`config.mk`:
```
export PLATFORM = sky130hd
export DESIGN_NAME = game_flow_controller
export DESIGN_NICKNAME = d
export VERILOG_FILES = /design/src/rtl/game_flow_controller.sv
export SDC_FILE = /design/constraint.sdc
export NUM_CORES = 1
export LEC_CHECK = 0
export ABC_AREA = 1
export CAP_MARGIN = 20
export CORE_MARGIN = 2
export CORE_UTILIZATION = 40
export CTS_CLUSTER_SIZE = 14
export DETAILED_ROUTE_END_ITERATION = 6
export PLACE_DENSITY = 0.63
export SYNTH_ARGS = -nofsm -noshare
export SYNTH_HDL_FRONTEND = slang
export SYNTH_SLANG_ARGS = --single-unit
```
`constraint.sdc`:
```
create_clock -name clk -period 6 [get_ports clk]
set_clock_uncertainty 0.05 [all_clocks]
set_input_delay 0.9 -clock clk [delete_from_list [all_inputs] [get_ports clk]]
set_output_delay 0.9 -clock clk [all_outputs]
set_load 0.005 [all_outputs]
```
`src/rtl/game_flow_controller.sv`:
```
// Copter game sequencer: owns the game state machine, the internal game tick,
// the running score and the session high score, and drives the run enable.
module game_flow_controller #(
  parameter int TICK_CYCLES     = 25_000_000,
  parameter int COUNTDOWN_TICKS = 3,
  parameter int CRASH_TICKS     = 2,
  parameter int SCORE_W         = 32
) (
  input  logic               clk,
  input  logic               reset,
  input  logic               start,
  input  logic               pause,
  input  logic               collision,
  output logic [2:0]         state,
  output logic               run,
  output logic               gameover,
  output logic [1:0]         countdown,
  output logic [SCORE_W-1:0] score,
  output logic [SCORE_W-1:0] high_score,
  output logic               new_record
);

  localparam int TCW = (TICK_CYCLES > 1) ? $clog2(TICK_CYCLES) : 1;
  localparam int CCW = (CRASH_TICKS > 1) ? $clog2(CRASH_TICKS) : 1;

  typedef enum logic [2:0] {
    S_IDLE  = 3'd0,
    S_COUNT = 3'd1,
    S_RUN   = 3'd2,
    S_PAUSE = 3'd3,
    S_CRASH = 3'd4,
    S_OVER  = 3'd5
  } state_t;

  state_t             st_q, st_nxt;
  logic [TCW-1:0]     tick_cnt_q, tick_cnt_nxt;
  logic [CCW-1:0]     crash_cnt_q, crash_cnt_nxt;
  logic [SCORE_W-1:0] score_nxt, high_nxt;
  logic [1:0]         cd_nxt;
  logic               rec_nxt;
  logic               tick_en, tick;
  logic               start_p0, start_p1, pause_p0, pause_p1;
  logic               vld_p0, vld_p1;
  logic               start_edge, pause_edge;

  function automatic logic [SCORE_W-1:0] sat_inc(input logic [SCORE_W-1:0] v);
    return (&v) ? v : v + SCORE_W'(1);
  endfunction

  assign state = st_q;

  // Edge history is qualified by vld_p1 so that a button held through reset
  // only counts once it has been seen released.
  assign start_edge = vld_p1 & start_p0 & ~start_p1;
  assign pause_edge = vld_p1 & pause_p0 & ~pause_p1;

  always_comb begin
    tick_en       = (st_q == S_COUNT) || (st_q == S_RUN) || (st_q == S_CRASH);
    tick          = tick_en && (tick_cnt_q == TCW'(TICK_CYCLES - 1));
    st_nxt        = st_q;
    score_nxt     = score;
    high_nxt      = high_score;
    rec_nxt       = new_record;
    cd_nxt        = countdown;
    crash_cnt_nxt = crash_cnt_q;
    if (tick)         tick_cnt_nxt = '0;
    else if (tick_en) tick_cnt_nxt = tick_cnt_q + TCW'(1);
    else              tick_cnt_nxt = tick_cnt_q;

    case (st_q)
      S_IDLE: begin
        if (start_edge) begin
          st_nxt    = S_COUNT;
          score_nxt = '0;
          cd_nxt    = 2'(COUNTDOWN_TICKS);
        end
      end
      S_COUNT: begin
        if (tick) begin
          if (countdown == 2'd1) begin
            st_nxt = S_RUN;
            cd_nxt = 2'd0;
          end else begin
            cd_nxt = countdown - 2'd1;
          end
        end
      end
      S_RUN: begin
        if (collision) begin
          st_nxt        = S_CRASH;
          crash_cnt_nxt = '0;
          if (score > high_score) begin
            high_nxt = score;
            rec_nxt  = 1'b1;
          end else begin
            rec_nxt  = 1'b0;
          end
        end else if (pause_edge) begin
          st_nxt = S_PAUSE;
        end else if (tick) begin
          score_nxt = sat_inc(score);
        end
      end
      S_PAUSE: begin
        if (pause_edge) st_nxt = S_RUN;
      end
      S_CRASH: begin
        if (tick) begin
          if (crash_cnt_q == CCW'(CRASH_TICKS - 1)) st_nxt = S_OVER;
          else crash_cnt_nxt = crash_cnt_q + CCW'(1);
        end
      end
      S_OVER: begin
        if (start_edge) begin
          st_nxt    = S_COUNT;
          score_nxt = '0;
          rec_nxt   = 1'b0;
          cd_nxt    = 2'(COUNTDOWN_TICKS);
        end
      end
      default: st_nxt = S_IDLE;
    endcase

    // Pause/resume keeps the tick phase; every other transition restarts it.
    if ((st_nxt != st_q) &&
        !((st_q == S_RUN && st_nxt == S_PAUSE) || (st_q == S_PAUSE && st_nxt == S_RUN)))
      tick_cnt_nxt = '0;
  end

  always_ff @(posedge clk or negedge reset) begin
    if (!reset) begin
      st_q        <= S_IDLE;
      tick_cnt_q  <= '0;
      crash_cnt_q <= '0;
      score       <= '0;
      high_score  <= '0;
      new_record  <= 1'b0;
      countdown   <= 2'd0;
      run         <= 1'b0;
      gameover    <= 1'b0;
      start_p0    <= 1'b0;
      start_p1    <= 1'b0;
      pause_p0    <= 1'b0;
      pause_p1    <= 1'b0;
      vld_p0      <= 1'b0;
      vld_p1      <= 1'b0;
    end else begin
      // Input sampling stage, then history stage
      start_p0    <= start;
      pause_p0    <= pause;
      vld_p0      <= 1'b1;
      start_p1    <= start_p0;
      pause_p1    <= pause_p0;
      vld_p1      <= vld_p0;
      st_q        <= st_nxt;
      tick_cnt_q  <= tick_cnt_nxt;
      crash_cnt_q <= crash_cnt_nxt;
      score       <= score_nxt;
      high_score  <= high_nxt;
      new_record  <= rec_nxt;
      countdown   <= cd_nxt;
      run         <= (st_nxt == S_RUN);
      gameover    <= (st_nxt == S_CRASH) || (st_nxt == S_OVER);
    end
  end

endmodule

```
* Word level (Yosys, flattened, before mapping) *
Cells that the tools add are included.

storage, ports and cells
  register bits after elaboration = 104
  bits in latches = 0
  RAM bits = 0
  memory bits (read-only) = 0
  input bits = 5
  output and inout bits = 72
  logic and storage cells = 99
  memories = 0

operators by class
  add/subtract/negate cells = 4
  multiply operators = 0
  divide/modulo/power cells = 0
  $lt $le $gt $ge = 1
  equal/unequal tests = 21
  shift operators = 0
  multiplexer cells = 30
  bitwise operators = 6
  reduce and logical (&&, ||, !) cells = 22

operators with widths
  operator                                        count
  two-way mux 32 bit                              5
  two-way mux 25 bit                              3
  case mux 32 bit (2 select lines)                1
  adder 32 x 1 -> 32 bit (second input constant)  1
  greater-than comparator 32 bit                  1
  AND reduction 32 bit                            1
  adder 25 x 1 -> 25 bit (second input constant)  1
  == test 25 bit (second input constant)          1
  two-way mux 3 bit                               8
  inequality test 2 bit (second input constant)   8
  case mux 3 bit (5 select lines)                 1
  == test 3 x 2 -> 1 bit (second input constant)  4
  == test 3 bit (second input constant)           4
  AND reduction 3 bit                             4
  nonzero test 2 bit                              4
  two-way mux 1 bit                               6
  two-way mux 2 bit                               3
  AND reduction 6 bit                             1
  AND 1 bit                                       4
  logical AND 1 bit                               4
  logical OR 1 bit                                4
  case mux 1 bit (2 select lines)                 2
  case mux 2 bit (2 select lines)                 1
  == test 3 x 1 -> 1 bit (second input constant)  1
  10 further kinds                                11

* Logic depth before layout (Yosys ltp) *
Gate-level depths: netlist (run 1).

  depth after elaboration = 12
  mapped depth = 14

* Worst setup path before layout (run 1) *
OpenSTA, ideal clock, no wires.

  kind = reg-to-reg
  start = register score[23]
  end = register new_record
  setup time = 134 ps
  data arrival time = 1909 ps
  setup slack = 3907 ps
  stages on the path, launching flop included = 10
  buffers on the path = 1
  period minus slack after synthesis = 2093 ps
  path through = dfrtp_1 ha_1 nand2_1 nor2_1 nand4_1 nor4_1 a21boi_1 nand2_1 clkbuf_1 nand2_1

between the ends
  word-level cells in the longest chain between the ends = 4

RTL lines
  item                             RTL line  source
  start, declared                  18        output logic [SCORE_W-1:0] score,
  start signal, assigned           158       score <= score_nxt;
  greater-than comparator 32 bit   92        if (score > high_score) begin
  two-way mux 1 bit                92
  two-way mux 1 bit                89        if (collision) begin
  case mux 1 bit (2 select lines)  70        case (st_q)
  end signal, assigned             160       new_record <= rec_nxt;
  end, declared                    20        output logic new_record

No other way between the ends. The select of a mux whose other input is x is not followed.
A chain may end at the register's enable or synchronous reset.

* Worst setup path after layout (run 1) *
  start = register score[7]
  end = register high_score[20]

between the ends
  word-level cells in the longest chain between the ends = 2

RTL lines
  item                            RTL line  source
  greater-than comparator 32 bit  92
  AND reduction 3 bit (no line)   n/a
  end signal, assigned            159       high_score <= high_nxt;
  end, declared                   19        output logic [SCORE_W-1:0] high_score,

No other way between the ends.

==> qor_table.md, run 1 <==
| Metric | Reported |
|:---|:---|
| Most frequent cells after synthesis | 249 x sky130_fd_sc_hd__nand2_1, 121 x sky130_fd_sc_hd__nor2_1, 120 x sky130_fd_sc_hd__inv_1, 104 x sky130_fd_sc_hd__dfrtp_1, 68 x sky130_fd_sc_hd__nand3_1 |
| Fin area | 7820 um2 |
| Placed cell count | 1189 |
| Critical path type | reg -> reg |
| DRC violations left | 0 |
| Register bit total from synthesis | 104 |
| Clock transition time at the flip-flop clock pins of the worst setup and hold paths | 0.07 ns |
| Final routed wirelength across all metal layers | 17200 um |
| Worst skew pair latency | 0.35 ns |
| Nature of the critical path startpoint | register |
| Placement Rows | 46 |
| Number of nets in the finished design | 1024 |
| Setup slack of the most critical reg-to-reg path | 2.69 ns |
| Pin count of the biggest net entering global routing | 65 |
| DPL Wire Length | 12600 um |
| Critical Path Fanout Max | 33 |
| First-pass detailed-route iteration total | 6 |
| Number of endpoints with negative hold slack in the final report | 0 |
| Cells traversed along the worst timing path | ha_1 -> nand2_1 -> nor2_1 -> nand4_1 -> nor4_1 -> a21boi_2 -> buf_4 -> nand2_1 -> buf_4 -> nand2_1 -> nand2_1 |
| Mapped Cells | 915 |
| Fin Setup TNS | 0 ns |
| Max-slew violation total from the final report | 0 |
| Die Footprint | 17400 um2 |
| Crit path launch | score[7]$_DFFE_PN0P_ |
| Post-synthesis sequential area ratio | 0.397 |
| CP most frequent cell | sky130_fd_sc_hd__nand2_1 |
| Largest stage delay on the critical path | 0.55 ns |
| Worst min path class | reg -> reg |
| ANT cells | 0 |
| Sequential cell area in the final layout | 2600 um2 |
| RePlAce Congestion | 0.895 |
| Count of synthesis-stage warnings from yosys | 0 |
| Static leakage | 0.00365 uW |
| Capture instance of the worst register-to-register path | high_score[20]$_DFFE_PN0P_ |
| Total core area | 15900 um2 |
| Clock H-tree levels | 3 |
| # port buffers | 76 |
| # resized after CTS | 0 |
| Area share of the largest cell type after synthesis | 0.397 |
| Number of distinct library cells after synthesis | 39 |
| Leftover overflow at the end of global routing | 0 |
| Fin crit share | 0.551 |
| Worst Reg-to-Reg Cells | 11 |
| Setup violations, final | 0 |
| Slew Limit Headroom | 0.447 |
| Peak Freq | 302 MHz |
| Post-Route Hold Slack | 0.305 ns |
| Clock sinks | 104 |
| Overall die height | 132 um |
| Min Clock Period, post-route | 3.31 ns |
| Clock root cell | sky130_fd_sc_hd__clkbuf_16 |
| Critical path endpoint category | register |
| Final cell count without fillers | 1205 |
| Starting density of the core | 0.411 |
| Min setup slack post-route | 2.69 ns |
| Synthesized netlist net count | 955 |
| Arrival time reported for the critical path endpoint | 3.55 ns |
| Number of maximum-capacitance constraint violations | 0 |
| Number of clock buffers inserted by TritonCTS | 9 |
| Post-CTS Hold Fix Bufs | 0 |
| Number of antenna violations at the first check in global routing | 0 |
| Synth area leaders | sky130_fd_sc_hd__dfrtp_1 40%, sky130_fd_sc_hd__nand2_1 14%, sky130_fd_sc_hd__nor2_1 6.9% |
| Yosys top cell by area | sky130_fd_sc_hd__dfrtp_1 |
| Global-route usage over all layers | 0.204 |
| Proportion of layout cells with a drive suffix above 1 | 0.0516 |
| End of the critical path | high_score[20]$_DFFE_PN0P_ |
| TritonCTS clock tree | done |
| I/O pin cnt | 77 |
| DP Worst Slack | 2.54 ns |
| EDFF count, synth | 0 |
| Final antenna-violating net count | 0 |
| Synthesized area per cell | 7.16 um2 |
| Maximum VDD drop | 0.000127 V |
| Vias per Instance | 4.97 |
| Via count | 5987 |
| Areal power density over the cells | 233 nW/um2 |
| Clock buffer depth | 2 |
| Data required time at the worst endpoint | 6.24 ns |
| Cell area after technology mapping | 6550 um2 |
| Run status | finished, final reports clean |
| Combined area of the multi-input logic cells | 3360 um2 |
| Actual slew at the worst max-slew pin | 0.830 ns |
| Total of fill cells in the finished design | 1608 |
| Library cell contributing the largest single delay on the critical path | sky130_fd_sc_hd__nor4_1 |
| Number of global-route vias before repair | 5739 |
| Drt first-iter violations | 361 |
| Area post-placement | 7520 um2 |
| Mean routed wirelength per cell | 14.3 um |
| Die Width | 132 um |
| Global-route wire length before repair | 29100 um |
| Most frequent cell after synthesis | sky130_fd_sc_hd__nand2_1 |
| Most instantiated flip-flop cell in the synthesis netlist | sky130_fd_sc_hd__dfrtp_1 |
| Synthesis-to-layout area growth | 19.3% |
| Buffers inserted during post-CTS setup optimization | 0 |
| Reg-to-Reg Start | score[7]$_DFFE_PN0P_ |
| Async S/R FF share, synth | 1.00 |
| RSZ-0062 raised after global routing | false |
## stage by stage
| step | total power [uW] | utilization |
|---|---|---|
| 4_1_cts | 1850 | 0.491 |
| 6_report | 1830 | 0.491 |
| 3_3_place_gp | 1230 | 0.472 |
| 2_1_floorplan | 1080 | - |
| 5_1_grt | 1940 | 0.491 |
| 3_5_place_dp | 1230 | 0.472 |
## worst min-delay path by stage
stage | startpoint | to | slack, ns | cells after the start
after CTS | vld_p0$_DFF_PN0_ | vld_p1$_DFF_PN0_ | 0.31 | 0
after global routing | vld_p0$_DFF_PN0_ | vld_p1$_DFF_PN0_ | 0.32 | 0
after floorplan | vld_p0$_DFF_PN0_ | vld_p1$_DFF_PN0_ | 0.28 | 0
after detailed placement | vld_p0$_DFF_PN0_ | vld_p1$_DFF_PN0_ | 0.30 | 0
after global placement | vld_p0$_DFF_PN0_ | vld_p1$_DFF_PN0_ | 0.28 | 0
final | vld_p0$_DFF_PN0_ | vld_p1$_DFF_PN0_ | 0.30 | 0
## power by group
| part | total [uW] | internal (uW) | switching (uW) |
|---|---|---|---|
| registers | 781 | 738 | 43.6 |
| logic | 431 | 127 | 304 |
| clock network | 614 | 328 | 286 |
| total | 1830 | 1190 | 634 |
## cell families (layout without fill, tap and decap cells)
| group | Yosys count | after routing | share of synthesized area |
|---|---|---|---|
| AND/OR/NAND/NOR | 512 | 512 | 0.336 |
| buffers and inverters | 152 | 226 | 0.0911 |
| flip-flops | 104 | 104 | 0.397 |
| AO/OA/AOI/OAI | 79 | 79 | 0.0655 |
| adder cells (fa/ha/maj) | 35 | 35 | 0.0668 |
| XOR/XNOR | 32 | 32 | 0.0428 |
| other | 1 | 1 | 0.000572 |
## critical path: cells and delay by family (launching register included)
kind,cells,cell delay [ns]
AO/OA/AOI/OAI,1,0.11
adder cells (fa/ha/maj),1,0.35
buffers and inverters,2,0.60
flip-flops,1,0.49
AND/OR/NAND/NOR,7,1.61
## flip-flops by register name (all words and copies together), names as in the netlist, 2 cells and up
name        count
state           3
tick_cnt_q     25
high_score     32
countdown       2
score          32
## cell type report
cell class,instances,area share
multi-input cells,659,0.430
flip-flops and latches,104,0.333
repair buffers,81,0.102
inverters,129,0.0622
well taps,216,0.0346
clock buffers,9,0.0288
clock inverters,7,0.0101
## cells in the final DEF, fill, tap and decap left out, types with 10 or more instances in the layout
master,instances
sky130_fd_sc_hd__nand2_1,249
sky130_fd_sc_hd__nor2_1,121
sky130_fd_sc_hd__inv_1,120
sky130_fd_sc_hd__dfrtp_1,104
sky130_fd_sc_hd__clkdlybuf4s50_1,75
sky130_fd_sc_hd__nand3_1,68
sky130_fd_sc_hd__ha_1,35
sky130_fd_sc_hd__a21oi_1,31
sky130_fd_sc_hd__nor3_1,29
sky130_fd_sc_hd__o21ai_0,26
sky130_fd_sc_hd__xor2_1,22
sky130_fd_sc_hd__nand4_1,19
sky130_fd_sc_hd__o21ai_1,13
sky130_fd_sc_hd__xnor2_1,10
## per-layer routing
metal	part of all wire	vias up	GRT usage
met2	0.45	121	0.323
met1	0.50	2798	0.288
met3	0.043	19	0.0446
met5	0	-	0
li1	-	3049	-
met4	0.013	0	0.0441
No activity file was read; power rests on OpenSTA's default activity.
==> run 2, diff against run 1 <==
==> constraint.sdc (replaced) <==
create_clock -name clk -period 3.4 [get_ports clk]
set_clock_uncertainty 0.05 [all_clocks]
set_input_delay 0.51 -clock clk [delete_from_list [all_inputs] [get_ports clk]]
set_output_delay 0.51 -clock clk [all_outputs]
set_load 0.005 [all_outputs]
==> qor_table.md, run 2 (synthesis results as in run 1) <==
| Metric | Reported | Change |
|:---|:---|:---|
| Post-CTS Hold Fix Bufs | 0 | unchanged |
| Number of nets in the finished design | 1027 | +0.29% |
| Worst Reg-to-Reg Cells | 10 | -1 |
| Capture instance of the worst register-to-register path | high_score[6]$_DFFE_PN0P_ |  |
| Die Width | 132 um | unchanged |
| Global-route wire length before repair | 29700 um | +2.1% |
| Buffers inserted during post-CTS setup optimization | 0 | unchanged |
| Via count | 5958 | -0.48% |
| Min Clock Period, post-route | 2.83 ns | -0.480 ns |
| Vias per Instance | 4.94 | -0.65% |
| Drt first-iter violations | 386 | +6.9% |
| CP most frequent cell | sky130_fd_sc_hd__nand2_1 |  |
| I/O pin cnt | 77 | unchanged |
| DPL Wire Length | 12800 um | +2.2% |
| Number of antenna violations at the first check in global routing | 0 | unchanged |
| ANT cells | 0 | unchanged |
| Clock root cell | sky130_fd_sc_hd__clkbuf_16 |  |
| Number of endpoints with negative hold slack in the final report | 0 | unchanged |
| Static leakage | 0.00367 uW | +0.69% |
| # port buffers | 76 | unchanged |
| Reg-to-Reg Start | score[30]$_DFFE_PN0P_ |  |
| Fin crit share | 0.832 | +0.280 |
| Final routed wirelength across all metal layers | 17500 um | +1.5% |
| Internal power | 2100 uW | +76% |
| Global-route usage over all layers | 0.210 | +0.00602 |
| Placement Rows | 46 | unchanged |
| # resized after CTS | 0 | unchanged |
| Data required time at the worst endpoint | 3.64 ns | -2.60 ns |
| RSZ-0062 raised after global routing | false |  |
| Total core area | 15900 um2 | unchanged |
| Reported net switching power | 1100 uW | +74% |
| Max-slew violation total from the final report | 0 | unchanged |
| Fin Setup TNS | 0 ns | unchanged |
| Worst min path class | in -> async |  |
| Areal power density over the cells | 408 nW/um2 | +75% |
| Final antenna-violating net count | 0 | unchanged |
| Worst skew pair latency | 0.36 ns | about the same |
| Setup slack of the most critical reg-to-reg path | 0.57 ns | -2.12 ns |
| Arrival time reported for the critical path endpoint | 3.07 ns | -0.48 ns |
| Clock sinks | 104 | unchanged |
| Critical Path Fanout Max | 32 | -3.0% |
| Clock H-tree levels | 3 | unchanged |
| Slew Limit Headroom | 0.436 | -0.0110 |
| Post-Route Hold Slack | 0.108 ns | -0.196 ns |
| Overall die height | 132 um | unchanged |
| Most frequent cells in the layout | 249 x sky130_fd_sc_hd__nand2_1, 121 x sky130_fd_sc_hd__nor2_1, 120 x sky130_fd_sc_hd__inv_1 |  |
| Library cell contributing the largest single delay on the critical path | sky130_fd_sc_hd__nor4_1 |  |
| Number of clock buffers inserted by TritonCTS | 9 | unchanged |
| Critical path endpoint category | register |  |
| Clock network power share | 0.332 | -0.004 |
| Cells traversed along the worst timing path | ha_1 -> nand2_1 -> nor2_1 -> nand4_1 -> nor4_1 -> nand2_1 -> nand3_1 -> buf_4 -> nand3_1 -> nand2_1 |  |
| First-pass detailed-route iteration total | 5 | -1 |
| DRC violations left | 0 | unchanged |
| TritonCTS clock tree | done |  |
| Synthesis-to-layout area growth | 19.7% |  |
| Run status | finished, final reports clean |  |
| Number of global-route vias before repair | 5754 | +0.26% |
| Commonest non-fill, non-tap cell in the layout | sky130_fd_sc_hd__nand2_1 |  |
| Leftover overflow at the end of global routing | 0 | unchanged |
| Nature of the critical path startpoint | register |  |
| Setup violations, final | 0 | unchanged |
| Largest registers in the final layout | high_score x32, score x32, tick_cnt_q x25 |  |
| Number of maximum-capacitance constraint violations | 0 | unchanged |
| RePlAce Congestion | 0.985 | +10% |
| Die Footprint | 17400 um2 | unchanged |
| Mean routed wirelength per cell | 14.5 um | +1.4% |
| Peak Freq | 354 MHz | +17% |
| Starting density of the core | 0.411 | unchanged |
| Combinational Power Share | 0.237 | about the same |
| Switching part of the total power | 0.344 | -0.00353 |
| Proportion of layout cells with a drive suffix above 1 | 0.0535 | +0.00191 |
| Critical path type | reg -> reg |  |
| Maximum VDD drop | 0.000257 V | +100% |
| Pin count of the biggest net entering global routing | 47 | -28% |
| Largest stage delay on the critical path | 0.67 ns | +0.12 ns |
| Actual slew at the worst max-slew pin | 0.839 ns | +0.00872 ns |
| Clock buffer depth | 2 | unchanged |
| Final core area utilization | 0.492 | +0.00157 |
| Share of power burned in registers | 0.432 | +0.004 |
| Clock transition time at the flip-flop clock pins of the worst setup and hold paths | 0.07 ns | about the same |
[run 2: changes by cell type in the layout (fill, tap and decap cells not counted)]
cell | before | now
sky130_fd_sc_hd__buf_4 | 6 | 8
sky130_fd_sc_hd__clkinvlp_4 | 3 | 1
sky130_fd_sc_hd__clkinv_2 | 0 | 1
sky130_fd_sc_hd__buf_12 | 0 | 1
[run 2: power groups by stage]
stage	sequential [uW]	combinational, uW	clock (uW)
CTS	1380	770	1090
global placement	1400	752	0
finish	1380	757	1060
floorplan	1390	512	0
global route	1400	860	1140
detailed placement	1410	765	0
[run 2: layout make-up]
class	count	area [um2]
tap	216	270
fill	1582	8100
inverter	129	487
timing repair buffer	84	831
clock buffer	9	225
multi-input combinational	659	3360
sequential	104	2600
clock inverter	6	68.8
[run 2: routing by layer]
| layer | up-vias | part of all wire | global-route usage |
|---|---|---|---|
| met4 | 0 | 0.018 | 0.0592 |
| met2 | 133 | 0.45 | 0.329 |
| met1 | 2754 | 0.49 | 0.295 |
| met3 | 22 | 0.046 | 0.0442 |
| li1 | 3049 | - | - |
| met5 | - | 0 | 0 |
[run 2: worst max path at each step]
| stage | slack, ns | from | endpoint | cells after the start |
|---|---|---|---|---|
| after floorplan | 1.31 | score[23]$_DFFE_PN0P_ | new_record$_DFFE_PN0P_ | 9 |
| after global placement | 0.64 | state[0]$_DFF_PN0_ | score[25]$_DFFE_PN0P_ | 12 |
| after detailed placement | 0.61 | state[0]$_DFF_PN0_ | score[1]$_DFFE_PN0P_ | 12 |
| after CTS | 0.57 | state[0]$_DFF_PN0_ | score[0]$_DFFE_PN0P_ | 12 |
| after global routing | 0.29 | state[0]$_DFF_PN0_ | score[0]$_DFFE_PN0P_ | 12 |
| final | 0.57 | score[30]$_DFFE_PN0P_ | high_score[6]$_DFFE_PN0P_ | 10 |
[run 2: metrics by stage]
step                instances  worst slack, ns  instance area [um2]  total power [uW]
finish                   1207            0.572                 7850              3200
global route             1207            0.286                 7850              3400
CTS                      1207            0.575                 7850              3250
global placement         1192            0.637                 7550              2160
floorplan                 915             1.31                 6550              1900
detailed placement       1192            0.611                 7550              2170
[run 2: worst max-delay path: cells and delay by family (launching register included)]
| family | cells | cell delay (ns) |
|---|---|---|
| adder cells (fa/ha/maj) | 1 | 0.33 |
| buffers and inverters | 1 | 0.37 |
| flip-flops | 1 | 0.48 |
| AND/OR/NAND/NOR | 8 | 1.52 |
